### src/rtl/shapool_job_ctrl.sv
// shapool_job_ctrl: job loader and result collector wrapped around the shapool
// hashing pool. It shifts in a 47-byte job, releases the pool to run, then
// returns either the winning nonce counter or an exhaustion result over a
// valid/ready handshake.
module shapool_job_ctrl #(
    parameter  int POOL_SIZE_LOG2 = 0,
    localparam int NONCE_WIDTH    = 32 - POOL_SIZE_LOG2,
    localparam int JOB_BYTES      = 47
) (
    input  logic                   clk,
    input  logic                   reset,
    input  logic [7:0]             in_data,
    input  logic                   in_valid,
    output logic                   in_ready,
    input  logic                   abort,
    output logic [255:0]           sha_state,
    output logic [95:0]            message_head,
    output logic [15:0]            difficulty_bm,
    output logic [7:0]             nonce_start_MSB,
    output logic                   pool_reset_n,
    input  logic                   pool_success,
    input  logic [NONCE_WIDTH-1:0] pool_nonce,
    output logic                   result_valid,
    input  logic                   result_ready,
    output logic                   result_found,
    output logic [NONCE_WIDTH-1:0] result_nonce,
    output logic                   busy
);

    typedef enum logic [1:0] {
        S_LOAD = 2'd0,
        S_RUN  = 2'd1,
        S_DONE = 2'd2
    } state_t;

    state_t                 r_state;
    logic [5:0]             r_byte_cnt;
    logic [8*JOB_BYTES-1:0] r_job_sr;
    logic [NONCE_WIDTH-1:0] r_prev_nonce;
    logic                   r_pool_reset_n;
    logic                   r_result_valid;
    logic                   r_result_found;
    logic [NONCE_WIDTH-1:0] r_result_nonce;

    logic w_accept;
    logic w_last_byte;
    logic w_wrap;

    // Handshake and end-of-space decode
    assign w_accept    = in_valid && in_ready;
    assign w_last_byte = (r_byte_cnt == 6'(JOB_BYTES - 1));
    // A wrap is seen only as all-ones followed by zero on consecutive RUN cycles
    assign w_wrap      = (r_prev_nonce == '1) && (pool_nonce == '0);

    // Field mapping: first byte received lands in the top of sha_state
    assign {sha_state, message_head, difficulty_bm, nonce_start_MSB} = r_job_sr;

    assign in_ready     = (r_state == S_LOAD);
    assign busy         = (r_state == S_RUN);
    assign pool_reset_n = r_pool_reset_n;
    assign result_valid = r_result_valid;
    assign result_found = r_result_found;
    assign result_nonce = r_result_nonce;

    // Control FSM: load job, run pool, hold result until consumed
    always_ff @(posedge clk) begin
        if (reset) begin
            r_state        <= S_LOAD;
            r_byte_cnt     <= '0;
            r_job_sr       <= '0;
            r_prev_nonce   <= '0;
            r_pool_reset_n <= 1'b0;
            r_result_valid <= 1'b0;
            r_result_found <= 1'b0;
            r_result_nonce <= '0;
        end else begin
            case (r_state)
                S_LOAD: begin
                    if (abort) begin
                        // Restart counting but keep whatever bytes are already shifted in
                        r_byte_cnt <= '0;
                    end else if (w_accept) begin
                        r_job_sr <= {r_job_sr[8*JOB_BYTES-9:0], in_data};
                        if (w_last_byte) begin
                            r_byte_cnt     <= '0;
                            r_prev_nonce   <= '0;
                            r_pool_reset_n <= 1'b1;
                            r_state        <= S_RUN;
                        end else begin
                            r_byte_cnt <= r_byte_cnt + 6'd1;
                        end
                    end
                end
                S_RUN: begin
                    r_prev_nonce <= pool_nonce;
                    if (abort) begin
                        r_pool_reset_n <= 1'b0;
                        r_state        <= S_LOAD;
                    end else if (pool_success || w_wrap) begin
                        // Success outranks a same-cycle wrap
                        r_result_found <= pool_success;
                        r_result_nonce <= pool_nonce;
                        r_result_valid <= 1'b1;
                        r_pool_reset_n <= 1'b0;
                        r_state        <= S_DONE;
                    end
                end
                S_DONE: begin
                    if (result_ready) begin
                        r_result_valid <= 1'b0;
                        r_state        <= S_LOAD;
                    end
                end
                default: begin
                    r_state <= S_LOAD;
                end
            endcase
        end
    end

endmodule
### config.mk
export PLATFORM = sky130hd
export DESIGN_NAME = shapool_job_ctrl
export DESIGN_NICKNAME = d
export VERILOG_FILES = /design/src/rtl/shapool_job_ctrl.sv
export SDC_FILE = /design/constraint.sdc
export NUM_CORES = 1
export LEC_CHECK = 0
export CAP_MARGIN = 20
export CORE_MARGIN = 4
export CORE_UTILIZATION = 48
export CTS_CLUSTER_DIAMETER = 60
export DETAILED_ROUTE_END_ITERATION = 10
export PLACE_DENSITY = 0.8
export SYNTH_ARGS = -nofsm -noshare
export SYNTH_HDL_FRONTEND = slang
export SYNTH_SLANG_ARGS = --single-unit
export TNS_END_PERCENT = 20
### constraint.sdc
create_clock -name clk -period 2 [get_ports clk]
set_input_delay 0.2 -clock clk [delete_from_list [all_inputs] [get_ports clk]]
set_output_delay 0.2 -clock clk [all_outputs]
set_load 0.02 [all_outputs]
==> metrics.cfg <==
[outcome]
outcome = complete, no violations

[sta]
period_needed_ns = 1.99
finClkSkew_ns = 0.0207
hold_viol = 0
rsz0062_at_grt = yes
period_share_pct = 99.6
timing.slew.headroom_pct = 40.8
fmaxAchievable_mhz = 502
hold_slack_ns = 0.135
tightestPinTransition_ns = 0.888
slew_violations = 0
setup_viol = 0

[logic_synthesis]
syn_inst = 2015
syn_nets = 2063
synth_seq_area_share_pct = 55.6
synth-seq-cells = 451
yosysWarnings = 0
netlist_area_sq_mm = 0.0162
syn_avg_cell_area_sq_um = 8.05
yosysUniqueCellTypes = 39

[drt]
route.detailed.drc = 0
drtIter0Drc = 1009
ant_nets = 0
wl_microns = 51900
drt_first_pass_iters = 7
via_count = 15700
avgViaCountPerCell = 5.36
drt-wirelength-per-cell_microns = 17.7

[worst_setup_path]
cp.required_ns = 2.37
rr_endpoint = result_nonce[4]$_SDFFE_PP0P_
r2r-start = r_prev_nonce[7]$_SDFFE_PP0P_
arrival_ns = 2.36
cp_slowest_cell = or4_4
worst-path-buf-inv = 1
critical_path.max_fanout = 30
cp_top_family = simple AND/OR/NAND/NOR gates
cp-end-kind = flop
worstSetupPathType = reg -> reg
ff2ff_path_depth = 6
startpoint_type = flop
max_stage_delay_ns = 0.54
rrSetupSlack_ns = 0.008
path_cells = nand4_1 > or4_4 > nor4_4 > buf_12 > or4b_2 > o311ai_0

[global_route]
antenna_found_initial = 0
first_global_vias = 15000
grt_pass1_wl_microns = 79600
grt_util_all_layers_pct = 26.6
overflow = 0
grt_start_max_net_pins = 146

[floorplanning]
initial_core_util_pct = 48.5
num_rows = 67
die_x_microns = 192
io_pins = 459
core_area_sq_mm = 0.0334
die_area_sq_mm = 0.0368
die_y_microns = 192

[power]
powerDensity_mw_per_mm2 = 780
p_leak_nw = 7.65
peakVddDrop_uv = 675

[place]
dp_hpwl_microns = 36000
port_buffers = 458
dp_cells = 2846
place_congestion = 0.880

[cells_and_area]
area_delta_synth_final_pct = 43.4
post_route_cells_drive_above_1_share_pct = 8.43
fin_nets = 2493
instances_no_fill = 2927

[hold_path]
min_path_type = in -> reg
whs_path_depth = 2
whs_endpoint = r_prev_nonce[3]$_SDFFE_PP0P_
min_from = reset

[cts]
cts_max_path_buffers = 3
h-tree-depth = 2
clock_sinks = 451
clk_pin_slew_ns = 0.06
cts_tree = yes
clock_latency_ns = 0.54
cts_root_buffer = clkbuf_16
cts_inserted_buffers = 45

[run]
drv_cap = 0

[layout by cell type, fill, tap and decap left out, types with 27 or more instances in the layout]
cell type and count:
nand2_1 788, nor2_1 42, o311ai_1 27, or4b_2 28, buf_12 30, clkdlybuf4s50_1 454, clkbuf_16 46, dfxtp_1 442
nand3b_1 33, buf_4 61, a21oi_1 380, a22oi_1 33
[power by group]
| part | internal, W | switching (W) | leakage, nW |
|---|---|---|---|
| logic | 0.000311 | 0.000541 | 3.29 |
| clock network | 0.00485 | 0.00343 | 0.720 |
| registers | 0.00899 | 0.0000106 | 3.64 |
[worst reg2reg max path, delay by kind of cell (launching register included)]
family          cells  cell delay [ns]
compound gates      1             0.11
flops               1             0.34
buf+inv             1             0.21
simple gates        4             1.18
[logic make-up after synthesis]
| group | count (synthesis) | synth area share, % |
|---|---|---|
| AO/OA/AOI/OAI | 459 | 15.6 |
| flip-flops | 451 | 55.6 |
| adder cells (fa/ha/maj) | 2 | 0.154 |
| buffers and inverters | 169 | 4.19 |
| AND/OR/NAND/NOR | 933 | 24.4 |
| multiplexers | 1 | 0.0617 |
[registers in the layout, indices dropped and copies added (netlist names)]
signal,flops
pool_reset_n,1
r_byte_cnt,6
r_job_sr,376
r_prev_nonce,32
r_state,2
result_found,1
result_nonce,32
result_valid,1
[routing by layer]
metal  routed length [microns]  share of wire [%]  track usage [%]  up-vias
met1                     20200                 39             32.0     7379
li1                          -                  -                -     7556
met3                      4900                9.5             9.01      145
met4                      2620                5.0             11.6        0
met2                     24100                 47             43.3      595
met5                         0                  0                0        -
[metrics by stage]
| stage | cell area (sq um) | power [W] | TNS [ns] | utilization [%] | setup slack [ns] |
|---|---|---|---|---|---|
| 3_3_place_gp | 21800 | 0.0100 | -14.84 | 65.1 | -0.460 |
| 2_1_floorplan | 16200 | 0.00962 | 0 | - | 0.114 |
| 5_1_grt | 23300 | 0.0187 | -1.24 | 69.6 | -0.112 |
| 3_5_place_dp | 21800 | 0.0100 | -14.60 | 65.1 | -0.445 |
| 6_report | 23300 | 0.0181 | 0 | 69.6 | 0.00754 |
| 4_1_cts | 23200 | 0.0183 | 0 | 69.5 | 0.00965 |
[final cells by class]
type,instances,area [sq um]
flip-flops and latches,451,9040
clock inverters,12,124
multi-input cells,1395,6560
repair buffers,549,5640
well taps,448,561
clock buffers,68,1330
diodes,1,2.50
fillers,2493,10200
inverters,3,11.3
[how the worst max path moves through the flow]
stage / start / end / slack, ns / cells after the start
floorplan: r_prev_nonce[30]$_SDFFE_PP0P_ / pool_reset_n$_SDFFE_PP0P_ / 0.11 / 6
global placement: pool_nonce[19] / result_nonce[3]$_SDFFE_PP0P_ / -0.46 / 8
detailed placement: pool_nonce[19] / result_nonce[4]$_SDFFE_PP0P_ / -0.45 / 8
CTS: r_prev_nonce[30]$_SDFFE_PP0P_ / result_nonce[4]$_SDFFE_PP0P_ / 0.01 / 6
global route: r_prev_nonce[0]$_SDFFE_PP0P_ / result_nonce[4]$_SDFFE_PP0P_ / -0.11 / 6
finish: r_prev_nonce[7]$_SDFFE_PP0P_ / result_nonce[4]$_SDFFE_PP0P_ / 0.008 / 6
[synthesized netlist by cell type]
cell / instances / area [sq um]
nand4bb_1: 2 / 22.5
nor4_1: 7 / 43.8
nor2_1: 43 / 161
and4_1: 1 / 8.76
buf_6: 3 / 33.8
or4b_2: 28 / 280
buf_2: 18 / 90.1
nor4b_1: 1 / 8.76
buf_1: 4 / 15.0
o21ai_0: 4 / 20.0
a31oi_1: 1 / 6.26
o21a_1: 1 / 7.51
clkbuf_1: 141 / 529
nor3_1: 5 / 25.0
nand3_1: 3 / 15.0
a21oi_1: 380 / 1900
a311oi_1: 3 / 26.3
o311ai_0: 6 / 52.6
o311ai_1: 26 / 228
inv_1: 3 / 11.3
dfxtp_1: 451 / 9030
or3_1: 3 / 18.8
nand4b_1: 1 / 8.76
nor4_4: 1 / 21.3
or4b_1: 4 / 40.0
a22oi_1: 33 / 248
a211oi_1: 3 / 22.5
nand2b_1: 1 / 6.26
ha_1: 2 / 25.0
or4_4: 1 / 11.3
nand2_1: 788 / 2960
nand4_1: 7 / 43.8
nor3_2: 2 / 20.0
a41oi_1: 1 / 8.76
nor3b_1: 1 / 7.51
or4_1: 1 / 7.51
mux2i_1: 1 / 10.0
nand3b_1: 33 / 248
o21bai_1: 1 / 7.51
[repair_timing]
action	4_1_cts	5_1_grt
endpoints found under the setup margin	30	34
pin swaps	1	0
buffers inserted	0	0
gates resized for setup	4	11
hold buffers	0	0
(Power assumes the default switching activity.)
